[src/rtl/cpu_pkg.sv]
// Definitions shared between the instruction-memory loader and the instruction memory.
// Holds the loader state encoding, the frame length width and the instruction word width.
package cpu_pkg;

    localparam int LOADER_LEN_W = 16;
    localparam int INSTR_W      = 32;

    typedef enum logic [2:0] {
        LD_IDLE,
        LD_LEN_HI,
        LD_LEN_LO,
        LD_DATA,
        LD_WRITE,
        LD_CSUM,
        LD_DONE,
        LD_ERR
    } loader_state_e;

    // States in which the byte link may hand over a byte.
    function automatic logic accepts_bytes(input loader_state_e s);
        return (s == LD_LEN_HI) || (s == LD_LEN_LO) || (s == LD_DATA) || (s == LD_CSUM);
    endfunction

    function automatic logic is_loading(input loader_state_e s);
        return accepts_bytes(s) || (s == LD_WRITE);
    endfunction

endpackage

[src/rtl/imem_word_packer.sv]
// Packs a stream of bytes into big-endian instruction words, first byte in the MSBs.
// word_full flags the shift that completes a word; the finished word is visible the next cycle.
import cpu_pkg::*;

module imem_word_packer (
    input  logic               clk,
    input  logic               rst,
    input  logic               clear,
    input  logic               shift_en,
    input  logic [7:0]         byte_in,
    output logic [INSTR_W-1:0] word,
    output logic               word_full
);

    logic [INSTR_W-1:0] word_q, word_d;
    logic [1:0]         cnt_q, cnt_d;

    always_comb begin
        word_d = word_q;
        cnt_d  = cnt_q;
        if (clear) begin
            word_d = '0;
            cnt_d  = 2'd0;
        end else if (shift_en) begin
            word_d = {word_q[INSTR_W-9:0], byte_in};
            cnt_d  = cnt_q + 2'd1;
        end
    end

    always_ff @(posedge clk) begin
        if (rst) begin
            word_q <= '0;
            cnt_q  <= 2'd0;
        end else begin
            word_q <= word_d;
            cnt_q  <= cnt_d;
        end
    end

    assign word      = word_q;
    assign word_full = shift_en && !clear && (cnt_q == 2'd3);

endmodule

[src/rtl/imem_loader.sv]
// Receives a framed byte stream (length, data words, XOR checksum) and writes the image
// into the instruction memory write port, stalling the CPU until the image is verified.
import cpu_pkg::*;

module imem_loader #(
    parameter int ADDR_W    = 8,
    parameter int MAX_WORDS = 256
) (
    input  logic               clk,
    input  logic               rst,
    input  logic               start,
    input  logic               byte_valid,
    input  logic [7:0]         byte_data,
    output logic               byte_ready,
    output logic               mem_we,
    output logic [ADDR_W-1:0]  mem_addr,
    output logic [INSTR_W-1:0] mem_wdata,
    output logic               busy,
    output logic               done,
    output logic               error,
    output logic               cpu_hold,
    output logic [ADDR_W:0]    words_loaded
);

    loader_state_e            state_q, state_d;
    logic [LOADER_LEN_W-1:0]  len_q, len_d;
    logic [ADDR_W:0]          words_q, words_d;
    logic [7:0]               csum_q, csum_d;
    logic [ADDR_W-1:0]        mem_addr_q, mem_addr_d;
    logic                     mem_we_q, mem_we_d;
    logic                     byte_ready_q, byte_ready_d;
    logic                     busy_q, busy_d;
    logic                     done_q, done_d;
    logic                     error_q, error_d;
    logic                     cpu_hold_q, cpu_hold_d;

    logic                     accept;
    logic                     pack_clear;
    logic                     pack_shift;
    logic                     pack_full;
    logic [INSTR_W-1:0]       pack_word;
    logic [LOADER_LEN_W-1:0]  len_full;
    logic [ADDR_W:0]          words_inc;

    imem_word_packer u_packer (
        .clk       (clk),
        .rst       (rst),
        .clear     (pack_clear),
        .shift_en  (pack_shift),
        .byte_in   (byte_data),
        .word      (pack_word),
        .word_full (pack_full)
    );

    assign accept    = byte_valid && byte_ready_q;
    assign len_full  = {len_q[LOADER_LEN_W-1:8], byte_data};
    assign words_inc = words_q + {{ADDR_W{1'b0}}, 1'b1};

    always_comb begin
        state_d    = state_q;
        len_d      = len_q;
        words_d    = words_q;
        csum_d     = csum_q;
        mem_addr_d = mem_addr_q;
        pack_clear = 1'b0;
        pack_shift = 1'b0;

        case (state_q)
            LD_IDLE, LD_DONE, LD_ERR: begin
                if (start) begin
                    state_d    = LD_LEN_HI;
                    words_d    = '0;
                    csum_d     = 8'h00;
                    pack_clear = 1'b1;
                end
            end
            LD_LEN_HI: begin
                if (accept) begin
                    len_d   = {byte_data, len_q[7:0]};
                    state_d = LD_LEN_LO;
                end
            end
            LD_LEN_LO: begin
                if (accept) begin
                    len_d = len_full;
                    if (len_full > LOADER_LEN_W'(MAX_WORDS)) begin
                        state_d = LD_ERR;
                    end else if (len_full == '0) begin
                        state_d = LD_CSUM;
                    end else begin
                        state_d = LD_DATA;
                    end
                end
            end
            LD_DATA: begin
                if (accept) begin
                    csum_d     = csum_q ^ byte_data;
                    pack_shift = 1'b1;
                    if (pack_full) begin
                        state_d    = LD_WRITE;
                        mem_addr_d = words_q[ADDR_W-1:0];
                    end
                end
            end
            LD_WRITE: begin
                words_d = words_inc;
                state_d = (LOADER_LEN_W'(words_inc) == len_q) ? LD_CSUM : LD_DATA;
            end
            LD_CSUM: begin
                if (accept) begin
                    state_d = (byte_data == csum_q) ? LD_DONE : LD_ERR;
                end
            end
            default: state_d = LD_IDLE;
        endcase

        // Status outputs are registered by decoding the state being entered.
        mem_we_d     = (state_d == LD_WRITE);
        byte_ready_d = accepts_bytes(state_d);
        busy_d       = is_loading(state_d);
        done_d       = (state_d == LD_DONE);
        error_d      = (state_d == LD_ERR);
        cpu_hold_d   = busy_d || error_d;
    end

    always_ff @(posedge clk) begin
        if (rst) begin
            state_q      <= LD_IDLE;
            len_q        <= '0;
            words_q      <= '0;
            csum_q       <= 8'h00;
            mem_addr_q   <= '0;
            mem_we_q     <= 1'b0;
            byte_ready_q <= 1'b0;
            busy_q       <= 1'b0;
            done_q       <= 1'b0;
            error_q      <= 1'b0;
            cpu_hold_q   <= 1'b0;
        end else begin
            state_q      <= state_d;
            len_q        <= len_d;
            words_q      <= words_d;
            csum_q       <= csum_d;
            mem_addr_q   <= mem_addr_d;
            mem_we_q     <= mem_we_d;
            byte_ready_q <= byte_ready_d;
            busy_q       <= busy_d;
            done_q       <= done_d;
            error_q      <= error_d;
            cpu_hold_q   <= cpu_hold_d;
        end
    end

    assign byte_ready   = byte_ready_q;
    assign mem_we       = mem_we_q;
    assign mem_addr     = mem_addr_q;
    assign mem_wdata    = pack_word;
    assign busy         = busy_q;
    assign done         = done_q;
    assign error        = error_q;
    assign cpu_hold     = cpu_hold_q;
    assign words_loaded = words_q;

endmodule

[config.mk]
export PLATFORM = sky130hd
export DESIGN_NAME = imem_loader
export DESIGN_NICKNAME = d
export VERILOG_FILES = /design/src/rtl/cpu_pkg.sv /design/src/rtl/imem_word_packer.sv /design/src/rtl/imem_loader.sv
export SDC_FILE = /design/constraint.sdc
export NUM_CORES = 1
export LEC_CHECK = 0
export CORE_MARGIN = 10
export CORE_UTILIZATION = 48
export CTS_CLUSTER_SIZE = 12
export DETAILED_ROUTE_END_ITERATION = 10
export PLACE_DENSITY = 0.76
export SETUP_SLACK_MARGIN = 0.4
export SLEW_MARGIN = 20
export SYNTH_ARGS = -nofsm -noshare
export SYNTH_HDL_FRONTEND = slang
export SYNTH_HIERARCHICAL = 1
export SYNTH_SLANG_ARGS = --single-unit
[constraint.sdc]
create_clock -name clk -period 3 [get_ports clk]
set_clock_uncertainty 0.1 [all_clocks]
set_input_delay 0.6 -clock clk [delete_from_list [all_inputs] [get_ports clk]]
set_output_delay 0.6 -clock clk [all_outputs]
set_load 0.005 [all_outputs]
# --- Yosys cells after proc, flatten, opt, wreduce, memory -nomap -nowiden ---
# Cells that the tools add are included.
op_classes:
  addsub: 2
  order_cmp: 1
  eq_ne: 19
  muxes: 23
  n_bitwise: 3
  n_reduce_logical: 20
ops:
  columns: ["operator", "count"]
  rows:
  - ["case mux 16 bit (2 select lines)", 1]
  - ["2-to-1 mux 3 bit", 9]
  - ["equality test 3 bit (second input constant)", 8]
  - ["2-to-1 mux 8 bit", 3]
  - ["case mux 3 bit (6 select lines)", 1]
  - ["case mux 9 bit (2 select lines)", 1]
  - ["equality test 9 x 16 -> 1 bit", 1]
  - ["greater-than comparator 16 x 9 -> 1 bit (second input constant)", 1]
  - ["logical NOT 16 bit", 1]
  - ["2-to-1 mux 16 bit", 1]
  - ["case mux 8 bit (2 select lines)", 1]
  - ["equality test 3 x 2 -> 1 bit (second input constant)", 4]
  - ["AND reduction 3 bit", 4]
  - ["adder 9 x 1 -> 9 bit (second input constant)", 1]
  - ["2-to-1 mux 9 bit", 1]
  - ["equality test 8 bit", 1]
  - ["bitwise XOR 8 bit", 1]
  - ["equality test 3 x 1 -> 1 bit (second input constant)", 2]
  - ["logical OR 1 bit", 5]
  - ["2-to-1 mux 1 bit", 5]
  - ["!= test 2 bit (second input constant)", 2]
  - ["nonzero test 2 bit", 2]
  - ["logical AND 1 bit", 3]
  - ["logical NOT 3 bit", 1]
  - ["7 further kinds", 8]
totals:
  reg_bits: 84
  input_bits: 12
  out_inout_bits: 55

# --- Logic depth before layout (Yosys ltp) ---
# Gate-level depths: netlist (run 1).
logic_depth:
  ltp_word: 15
  mapped_depth: 13
  ltp_nobuf: 10

# --- By module ---
# The synthesis (run 1) kept the hierarchy.
by_module_without_submodules:
  columns: ["module", "n_inst", "cells_per_inst", "area_per_inst_um2", "seq_area_each_um2"]
  rows:
  - ["imem_loader", 1, 321, 2595.0, 1001.0]
  - ["imem_word_packer", 1, 113, 1276.2, 680.7]

# --- Least setup slack after synthesis (run 1) ---
# OpenSTA, ideal clock, no wires.
synth_timing:
  path_type: "register -> register"
  from: "register state_q[0]"
  to: "register byte_ready_q, in the netlist byte_ready"
  setup_ns: 0.121
  t_arrival_ns: 3.091
  t_required_ns: 2.779
  path_slack_ns: -0.312
  stages_incl_launch_ff: 14
  n_path_buf: 4
  period_less_slack_ns: 3.312
  path_cell_list: "dfxtp_1 clkbuf_1 nand3_1 nor2_1 buf_1 buf_4 buf_6 and3b_2 and3_1 o22ai_1 a21o_1 a21o_2 o31ai_4 mux2_4"
synth_via:
  word_cells_on_any_way: 28
synth_lines:
  columns: ["element", "line_no", "text"]
  rows:
  - ["start: declaration", "imem_loader.sv:25", "loader_state_e state_q, state_d;"]
  - ["start signal: assignment", "imem_loader.sv:140", "state_q <= state_d;"]
  - ["equality test 3 x 2 -> 1 bit *", "imem_loader.sv:68", "case (state_q)"]
  - ["2-to-1 mux 1 bit *", "imem_loader.sv:68", null]
  - ["net pack_shift", "imem_loader.sv:39", "logic pack_shift;"]
  - ["logical AND 1 bit * (2 in a row)", "imem_word_packer.sv:41", "assign word_full = shift_en && !clear && (cnt_q == 2'd3);"]
  - ["net pack_full", "imem_loader.sv:40", "logic pack_full;"]
  - ["2-to-1 mux 3 bit *", "imem_loader.sv:99", "if (pack_full) begin"]
  - ["2-to-1 mux 3 bit *", "imem_loader.sv:96", "if (accept) begin"]
  - ["case mux 3 bit (6 select lines) *", "imem_loader.sv:68", null]
  - ["equality test 3 x 1 -> 1 bit / equality test 3 x 2 -> 1 bit (equally long branches)", "cpu_pkg.sv:21", "return (s == LD_LEN_HI) || (s == LD_LEN_LO) || (s == LD_DATA) || (s == LD_CSUM);"]
  - ["logical OR 1 bit (2 in a row)", "cpu_pkg.sv:21", null]
  - ["logical OR 1 bit *", "cpu_pkg.sv:21", null]
  - ["end signal: assignment", "imem_loader.sv:146", "byte_ready_q <= byte_ready_d;"]
  - ["end: declaration", "imem_loader.sv:31", "logic byte_ready_q, byte_ready_d;"]
# The timed path passes the listed nets; every way through them passes the cells marked *.
# A chain may end at the register's enable or synchronous reset.

# --- Worst setup path after layout (run 1) ---
layout_timing:
  from: "input start"
  to: "register byte_ready_q, in the netlist byte_ready"
layout_via:
  elab_chain_cells: 12
  word_cells_on_any_way: 16
layout_lines:
  columns: ["element", "line_no", "text"]
  rows:
  - ["start: declaration", "imem_loader.sv:11", "input logic start,"]
  - ["2-to-1 mux 1 bit *", "imem_loader.sv:70", "if (start) begin"]
  - ["2-to-1 mux 1 bit *", "imem_loader.sv:68", null]
  - ["net pack_clear", "imem_loader.sv:38", "logic pack_clear;"]
  - ["logical NOT 1 bit *", "imem_word_packer.sv:41", null]
  - ["logical AND 1 bit * (2 in a row)", "imem_word_packer.sv:41", null]
  - ["net pack_full", "imem_loader.sv:40", null]
  - ["2-to-1 mux 3 bit *", "imem_loader.sv:99", null]
  - ["2-to-1 mux 3 bit *", "imem_loader.sv:96", null]
  - ["case mux 3 bit (6 select lines) *", "imem_loader.sv:68", null]
  - ["equality test 3 x 1 -> 1 bit / equality test 3 x 2 -> 1 bit (equally long branches)", "cpu_pkg.sv:21", null]
  - ["logical OR 1 bit (2 in a row)", "cpu_pkg.sv:21", null]
  - ["logical OR 1 bit *", "cpu_pkg.sv:21", null]
# Marks and branches as above.

==> flow_metrics.py, run 1 <==
metrics = {
    "critical_path": {
        "cp-start-kind": "input port",
        "critPathKind": "in2reg",
        "crit_arrival_ns": 2.71,
        "crit-reg2reg-capture": "byte_ready",
        "worst-r2r-cell-count": 9,
        "ff2ff_setup_slack_ns": 0.45,
        "r2r-start": "state_q[1]",
        "cp_max_fo": 4,
        "worstSetupEndpointType": "flip-flop",
        "crit_buf_inv": 1,
        "crit_path_max_incr_delay_ns": 0.43,
        "slowest_stage": "clkdlybuf4s50_1",
        "crit_family": "compound AO/OA/AOI/OAI gates",
        "crit_path_cell_trace": "clkdlybuf4s50_1, o21a_1, and3b_2, and3_1, o22ai_1, a21o_1, a21o_2, o31ai_4, mux2_4",
        "required_ns": 3.15,
    },
    "clocking": {
        "clk_path_buf_depth": 2,
        "h-tree-depth": 3,
        "cts_inserted_buffers": 9,
        "path_clk_slew_ns": 0.08,
        "ctsRootBufferMaster": "clkbuf_8",
        "clk_latency_ns": 0.36,
        "cts_tree": "done",
        "clock_sinks": 84,
    },
    "grt": {
        "grtUsageTotal_pct": 15.9,
        "grt_first_pass_wirelength_mm": 15.4,
        "grt_max_degree": 44,
        "grt_util_met3_pct": 3.92,
        "grt_overflow_total": 0,
        "use_met2_pct": 26.5,
        "grtUsageMet1_pct": 18.7,
        "grt_pass1_vias": 3234,
        "busiest_layer": "met2",
        "antenna_found_initial": 0,
    },
    "logic_synthesis": {
        "synthCells": 434,
        "ys_ff_latch": 84,
        "synthesis.area_um2": 3870,
        "yosysUniqueCellTypes": 59,
        "async_flop_share_pct": 0,
        "synth_top_flop_cell": "dfxtp_1",
        "synth_edf_count": 0,
        "yosysSeqAreaShare_pct": 43.4,
        "syn-mean-instance-area_um2": 8.92,
        "ys_warn_count": 6,
        "synth_nets": 448,
    },
    "routing": {
        "wire_per_inst_um": 15.4,
        "num_vias": 3447,
        "wl_mm": 9.59,
        "via_per_inst": 5.55,
        "route.detailed.drc": 0,
        "drt-initial-drc-count": 209,
        "drt_pass1_iterations": 5,
        "detail-route-antenna-nets": 0,
    },
    "hold_path": {
        "hp-start": "len_q[13]",
        "hold_path.class": "reg2reg",
        "min_path_cells": 2,
        "hold_end": "len_q[13]",
    },
    "pwr": {
        "total_power_mw": 2.08,
        "swShare_pct": 25.8,
        "p_seq_share_pct": 55.3,
        "leakagePower_nw": 1.85,
        "p_sw_mw": 0.537,
        "clock_power_share_pct": 35.3,
        "cellPowerDensity_nw_per_um2": 417,
        "peakVddDrop_mv": 0.363,
        "p_int_mw": 1.54,
        "p_comb_share_pct": 9.4,
    },
    "sta": {
        "finalCritPeriodShare_pct": 85.6,
        "setup_violations": 0,
        "max-slew-margin-rel_pct": 56.3,
        "fin_crit_ns": 2.57,
        "max_freq_mhz": 390,
        "rsz0062_at_grt": "false",
        "hold_violations": 0,
        "slew_violations": 0,
        "worstMarginPinSlew_ns": 0.653,
        "hold_ws_ns": 0.361,
    },
    "cells_and_area": {
        "n_antenna_cell": 0,
        "drive_gt1_share_pct": 14.6,
        "fill_cells": 668,
        "area_growth_pct": 28.6,
        "layout_commonest_cell": "dfxtp_1",
        "final_util_pct": 64.1,
        "final_cell_mix": "dfxtp_1, nor2_1, clkdlybuf4s50_1, mux2i_1, a21oi_1",
        "nets": 528,
    },
    "place": {
        "dpl.hpwl_mm": 6.81,
        "port_buffers": 66,
        "place.gp.congestion": 0.897,
    },
    "job": {
        "cap_violations": 0,
    },
    "floorplanning": {
        "fp.dieH_um": 110,
        "initial_utilization_pct": 49.8,
        "io_pins": 67,
        "die-width_um": 110,
        "die_area_um2": 12100,
        "core_um2": 7770,
        "row_count": 32,
    },
    "outcome": {
        "status": "complete, no violations",
    },
}
-- routing by layer --
metal / up-vias / share of wire (%) / routed length (um)
li1: 1677 / - / -
met1: 1649 / 43 / 4090
met2: 108 / 49 / 4670
met3: 13 / 7.3 / 701
met4: 0 / 1.4 / 137
met5: - / 0 / 0
-- final cells by class --
type	count	area (um^2)	share of cell area, %
Timing Repair Buffer	98	915	18.4
Clock buffer	12	145	2.92
Inverter	2	7.51	0.151
Multi-Input combinational cell	319	2050	41.3
Clock inverter	4	32.5	0.654
Tap cell	102	128	2.56
Sequential cell	84	1700	34.1
-- what timing repair did --
item | 4_1_cts | 5_1_grt
endpoints found under the setup margin | 7 | 7
hold buffers | 0 | 0
resized for setup | 7 | 14
endpoints found under the hold margin | 0 | 0
pin swaps | 3 | 5
buffers inserted | 1 | 4
-- metrics by stage --
| step | std cells | instance area, um^2 | setup slack, ns | TNS, ns |
|---|---|---|---|---|
| final | 621 | 4980 | 0.433 | 0 |
| after global routing | 621 | 4980 | 0.381 | 0 |
| after CTS | 617 | 4910 | 0.389 | 0 |
| after detailed placement | 600 | 4710 | -0.153 | -0.504 |
| after global placement | 600 | 4710 | -0.104 | -0.178 |
| after floorplan | 434 | 3920 | 0.272 | 0 |
-- worst max-delay path by stage --
stage                       from          to  slack, ns  cells after the start
floorplan             byte_valid  byte_ready       0.27                     12
CTS                 byte_data[3]    cpu_hold       0.39                      8
global route               start       error       0.38                     10
finish                     start  byte_ready       0.43                      9
global placement    byte_data[2]  byte_ready      -0.10                      7
detailed placement  byte_data[2]  byte_ready      -0.15                      7
-- power by group through the flow --
| stage | Clock, mW | Sequential (mW) | Combinational, mW |
|---|---|---|---|
| 3_5_place_dp | 0 | 1.17 | 0.192 |
| 4_1_cts | 0.754 | 1.15 | 0.194 |
| 5_1_grt | 0.793 | 1.15 | 0.214 |
| 6_report | 0.732 | 1.15 | 0.196 |
| 3_3_place_gp | 0 | 1.17 | 0.189 |
| 2_1_floorplan | 0 | 1.16 | 0.129 |
-- worst register-to-register path: cells and delay by family (launching register included) --
kind / cells / cell delay (ns)
mux: 1 / 0.32
flops: 1 / 0.41
simple gates: 3 / 0.61
compound gates: 5 / 0.99
-- cells by family (layout without fill, tap and decap cells) --
logic type / count (synthesis) / count (layout) / synth area share [%]
mux: 43 / 43 / 11.3
compound gates: 88 / 88 / 13.6
simple gates: 166 / 166 / 21.4
flops: 84 / 84 / 43.4
xor+xnor: 20 / 20 / 4.72
fa+ha+maj: 2 / 2 / 0.646
buf+inv: 31 / 116 / 4.88
-- synth_stat cells, types with 4 or more instances --
master / count / share of area, %
nor2_1: 68 / 6.6
o21ai_0: 29 / 3.7
xnor2_1: 13 / 2.9
and3_1: 4 / 0.65
nand3_1: 16 / 2.1
nor3_1: 7 / 0.90
mux2i_1: 41 / 11
xor2_1: 6 / 1.4
buf_2: 4 / 0.52
nand2_1: 27 / 2.6
buf_6: 4 / 1.2
nand3b_1: 11 / 2.1
dfxtp_1: 84 / 43
clkbuf_1: 15 / 1.5
a21oi_1: 37 / 4.8
-- registers in the layout (all words and copies together), names as in the netlist --
name,flops
error,1
u_packer/word,32
busy,1
state_q,3
cpu_hold,1
mem_we,1
words_loaded,9
csum_q,8
len_q,16
done,1
mem_addr,8
byte_ready,1
u_packer/cnt_q,2
No activity file was read; power rests on OpenSTA's default activity.
==> inputs of run 2 (changes only) <==
- CORE_UTILIZATION: 48 -> 50
- SLEW_MARGIN: 20 -> default
- clock period: 3 -> 3.27 ns (I/O delays scaled with it)
==> run 2 against run 1 <==
Net effect: cell area fell by 2.1%; die area down 3.3%; worst setup slack gained 0.050 ns; hold slack lost 0.0064 ns; non-clock buffer count down 11; combinational power fell by 9.7%; critical path type unchanged; largest power group unchanged; highest routed layer unchanged.
==> flow_metrics.py, run 2 (same netlist as run 1, synthesis figures left out) <==
metrics = {
    "clocking": {
        "cts_tree": "done",
        "clock_sinks": 84,
        "ctsRootBufferMaster": "clkbuf_8",
        "post-cts-setup-buffer-count": 0,
        "holdBufCountCts": 0,
        "h-tree-depth": 3,
        "clk_path_buf_depth": 2,
        "path_clk_slew_ns": 0.09,
        "cts_resized": 1,
        "clk_latency_ns": 0.36,
        "cts_inserted_buffers": 9,
    },
    "sta": {
        "worstMarginPinSlew_ns": 0.671,
        "fin_crit_ns": 2.79,
        "max-slew-margin-rel_pct": 54.9,
        "setup_violations": 0,
        "finalCritPeriodShare_pct": 85.2,
        "setup_slack_ns": 0.484,
        "hold_ws_ns": 0.354,
        "hold_violations": 0,
        "rsz0062_at_grt": "false",
        "slew_violations": 0,
        "fin_tns_setup_ns": 0,
        "max_freq_mhz": 359,
    },
    "place": {
        "port_buffers": 66,
        "pre_cts_ws_ns": 0.105,
        "dp_cells": 594,
        "place.gp.congestion": 0.819,
        "placed_area_um2": 4650,
        "dpl.hpwl_mm": 6.63,
    },
    "critical_path": {
        "cp-start-kind": "input port",
        "crit_family": "simple AND/OR/NAND/NOR gates",
        "crit_path_cell_trace": "clkdlybuf4s50_1, nor4_2, nand2_1, or4_2, a21o_2, o31ai_4, mux2_4",
        "critPathKind": "in2reg",
        "slowest_stage": "or4_2",
        "worstSetupEndpointType": "flip-flop",
        "crit_buf_inv": 1,
        "crit_path_max_incr_delay_ns": 0.60,
        "required_ns": 3.43,
        "crit_arrival_ns": 2.94,
        "r2r-start": "words_loaded[1]",
        "crit_cells": 7,
        "cp_max_fo": 3,
        "ff2ff_setup_slack_ns": 0.51,
        "cp-startpoint": "byte_data[2]",
        "crit-reg2reg-capture": "byte_ready",
        "worst-r2r-cell-count": 7,
    },
    "floorplanning": {
        "core_um2": 7650,
        "row_count": 32,
        "fp.dieH_um": 108,
        "die_area_um2": 11700,
        "io_pins": 67,
        "die-width_um": 108,
        "initial_utilization_pct": 50.6,
    },
    "routing": {
        "wl_mm": 9.27,
        "route.detailed.drc": 0,
        "detail-route-antenna-nets": 0,
        "via_per_inst": 5.43,
        "drt_pass1_iterations": 4,
        "drt-initial-drc-count": 173,
        "wire_per_inst_um": 15.2,
        "num_vias": 3315,
    },
    "cells_and_area": {
        "layout_commonest_cell": "dfxtp_1",
        "final_cell_mix": "dfxtp_1, nor2_1, clkdlybuf4s50_1, mux2i_1, a21oi_1",
        "area_growth_pct": 25.9,
        "nets": 517,
        "n_antenna_cell": 0,
        "final_util_pct": 63.7,
        "drive_gt1_share_pct": 12.2,
        "largest_register_ffs": 32,
        "finalNonFillerCells": 610,
        "fill_cells": 648,
        "fin_area_um2": 4870,
    },
    "grt": {
        "grt_pass1_vias": 3072,
        "grt_first_pass_wirelength_mm": 15.3,
        "grt_overflow_total": 0,
        "antenna_found_initial": 0,
        "grtUsageTotal_pct": 15.9,
        "grt_max_degree": 43,
    },
    "hold_path": {
        "hp-start": "len_q[10]",
        "hold_end": "len_q[10]",
        "hold_path.class": "reg2reg",
        "min_path_cells": 2,
    },
    "pwr": {
        "cellPowerDensity_nw_per_um2": 412,
        "leakagePower_nw": 1.74,
        "total_power_mw": 2.01,
        "peakVddDrop_mv": 0.261,
    },
    "job": {
        "cap_violations": 0,
    },
    "outcome": {
        "status": "complete, no violations",
    },
}
[run 2: layout make-up]
class	count	area, um^2	area share (%)
clock buffers	9	124	2.54
well taps	102	128	2.62
flip-flops and latches	84	1690	34.6
multi-input cells	319	2030	41.6
repair buffers	87	818	16.8
inverters	2	7.51	0.154
clock inverters	7	83.8	1.72
[run 2: worst max-delay path by stage]
stage | endpoint
after floorplan | byte_ready
after global placement | byte_ready
after detailed placement | byte_ready
after CTS | byte_ready
after global routing | byte_ready
final | byte_ready
[run 2: tightest hold or removal path: cells and delay by family, from the launching register on]
family | cells | cell delay [ns]
compound gates | 1 | 0.05
flops | 1 | 0.31
simple gates | 1 | 0.05
[run 2: power by group]
part | total, mW | switching, mW | internal, mW
logic | 0.177 | 0.101 | 0.0764
registers | 1.05 | 0.0159 | 1.04
clock network | 0.778 | 0.412 | 0.366
total | 2.01 | 0.528 | 1.48
[run 2: routing by layer]
layer | vias to the layer above | part of all wire (%) | routed length (um) | track usage, %
li1 | 1657 | - | - | -
met1 | 1550 | 43 | 3990 | 19.6
met2 | 96 | 48 | 4410 | 25.8
met3 | 12 | 8.2 | 764 | 4.52
met4 | 0 | 1.2 | 108 | 5.82
met5 | - | 0 | 0 | 0
==> inputs of run 3 (changes only) <==
- CORE_MARGIN: 10 -> default
==> run 3 against run 2 <==
Net effect: cell count decreased by 0.49%; power is 0.29% lower; core utilization increased by 2.8 points; maximum frequency up 1.2%; wire length shrank 4.0%; worst setup slack better by 0.032 ns; first-iteration DRC count grew 35%; sequential share of layout area decreased by 0.25 points; non-clock buffer count did not move; flip-flop and latch count did not move; global-route usage is 7.0 points higher.
==> flow_metrics.py, run 3 (same netlist as run 1, synthesis figures left out) <==
metrics = {
    "cells_and_area": {
        "largest_register_ffs": 32,
        "final_cell_mix": "dfxtp_1, nor2_1, clkdlybuf4s50_1, mux2i_1, a21oi_1",
        "n_antenna_cell": 0,
        "fin_area_um2": 4900,
        "finalNonFillerCells": 607,
        "nets": 517,
        "area_growth_pct": 26.6,
        "final_util_pct": 66.5,
        "layout_commonest_cell": "dfxtp_1",
        "drive_gt1_share_pct": 11.8,
    },
    "critical_path": {
        "worstSetupEndpoint": "byte_ready",
        "crit_arrival_ns": 2.90,
        "critPathKind": "reg2reg",
        "required_ns": 3.42,
        "crit_path_cell_trace": "ha_1, nand4_1, xnor2_1, or4_1, a311o_1, o31ai_4, mux2_4",
        "crit-reg2reg-capture": "byte_ready",
        "slowest_stage": "a311o_1",
        "cp_max_fo": 8,
        "crit_buf_inv": 0,
        "ff2ff_setup_slack_ns": 0.52,
        "worstSetupEndpointType": "flip-flop",
        "worst-r2r-cell-count": 7,
        "crit_path_max_incr_delay_ns": 0.43,
        "cp-startpoint": "words_loaded[0]",
        "crit_family": "compound AO/OA/AOI/OAI gates",
        "r2r-start": "words_loaded[0]",
        "crit_cells": 7,
        "cp-start-kind": "flip-flop",
    },
    "job": {
        "cap_violations": 0,
    },
    "outcome": {
        "status": "complete, no violations",
    },
    "place": {
        "place.gp.congestion": 0.843,
        "dpl.hpwl_mm": 6.11,
        "port_buffers": 66,
        "placed_area_um2": 4640,
        "dp_cells": 590,
    },
    "floorplanning": {
        "die-width_um": 90.0,
        "core_um2": 7370,
        "die_area_um2": 8100,
        "fp.dieH_um": 90.0,
        "initial_utilization_pct": 52.5,
        "row_count": 31,
        "io_pins": 67,
    },
    "sta": {
        "setup_violations": 0,
        "rsz0062_at_grt": "false",
        "fin_crit_ns": 2.75,
        "max-slew-margin-rel_pct": 50.8,
        "hold_ws_ns": 0.358,
        "finalCritPeriodShare_pct": 84.2,
        "hold_violations": 0,
        "worstMarginPinSlew_ns": 0.738,
        "slew_violations": 0,
        "max_freq_mhz": 363,
        "fin_tns_setup_ns": 0,
    },
    "routing": {
        "drt_pass1_iterations": 4,
        "drt-initial-drc-count": 234,
        "via_per_inst": 5.48,
        "detail-route-antenna-nets": 0,
        "route.detailed.drc": 0,
        "wl_mm": 8.90,
        "num_vias": 3328,
        "wire_per_inst_um": 14.7,
    },
    "clocking": {
        "path_clk_slew_ns": 0.09,
        "h-tree-depth": 3,
        "clk_path_buf_depth": 2,
        "holdBufCountCts": 0,
        "clock_sinks": 84,
        "ctsRootBufferMaster": "clkbuf_8",
        "clk_latency_ns": 0.36,
        "cts_inserted_buffers": 9,
        "cts_tree": "done",
    },
    "grt": {
        "antenna_found_initial": 0,
        "grt_max_degree": 43,
        "grt_pass1_vias": 3141,
        "grt_first_pass_wirelength_mm": 15.0,
        "grt_overflow_total": 0,
        "grtUsageTotal_pct": 22.9,
    },
    "pwr": {
        "peakVddDrop_mv": 0.265,
        "cellPowerDensity_nw_per_um2": 408,
        "leakagePower_nw": 1.78,
    },
    "hold_path": {
        "hold_path.class": "reg2reg",
    },
}
-- run 3: cell count changes in the layout (fill, tap and decap cells not counted), moves of 2 or more --
cell,previous run,this run
clkdlybuf4s50_1,66,63
dlymetal6s2s_1,0,3
clkbuf_8,9,11
dfxtp_1,81,83
dfxtp_2,3,1
inv_6,2,0
-- run 3: tightest hold or removal path, delay by kind of cell (launching register included) --
kind | cells | cell delay [ns]
DFF | 1 | 0.31
AOI/OAI and AO/OA | 1 | 0.05
and+or+nand+nor | 1 | 0.05
-- run 3: worst min-delay path by stage --
stage                     end       from  cells after the start
floorplan           len_q[10]  len_q[10]                      2
finish              len_q[14]  len_q[14]                      2
global route        len_q[15]  len_q[15]                      2
detailed placement  len_q[10]  len_q[10]                      2
CTS                 len_q[10]  len_q[10]                      2
global placement    len_q[10]  len_q[10]                      2
-- run 3: layer usage --
| layer | track usage, % | routed length (um) | vias to the layer above |
|---|---|---|---|
| met2 | 36.0 | 4180 | 86 |
| met4 | 11.0 | 129 | 0 |
| li1 | - | - | 1657 |
| met3 | 3.38 | 399 | 11 |
| met5 | 0 | 0 | - |
| met1 | 31.0 | 4190 | 1574 |
-- run 3: cell type report --
| type | count | area [um^2] |
|---|---|---|
| fillers | 607 | 2470 |
| multi-input cells | 319 | 2050 |
| flip-flops and latches | 84 | 1680 |
| repair buffers | 87 | 826 |
| clock buffers | 11 | 151 |
| well taps | 99 | 124 |
| clock inverters | 5 | 60.1 |
| inverters | 2 | 7.51 |
-- run 3: per-stage QoR --
step / total power [mW] / setup slack [ns]
6_report: 2.00 / 0.516
5_1_grt: 2.08 / 0.411
4_1_cts: 2.00 / 0.416
3_5_place_dp: 1.25 / 0.0530
3_3_place_gp: 1.24 / 0.118
2_1_floorplan: 1.18 / 0.407
-- run 3: timing repair --
item | in CTS | in global routing
buffers inserted | 0 | 1
setup endpoints to repair | 0 | 7
gates resized for setup | 0 | 9
-- run 3: power by group --
group	internal (mW)	leakage [nW]	switching [mW]
Sequential	1.04	0.678	0.0176
Combinational	0.0767	0.994	0.102
Clock	0.396	0.106	0.373
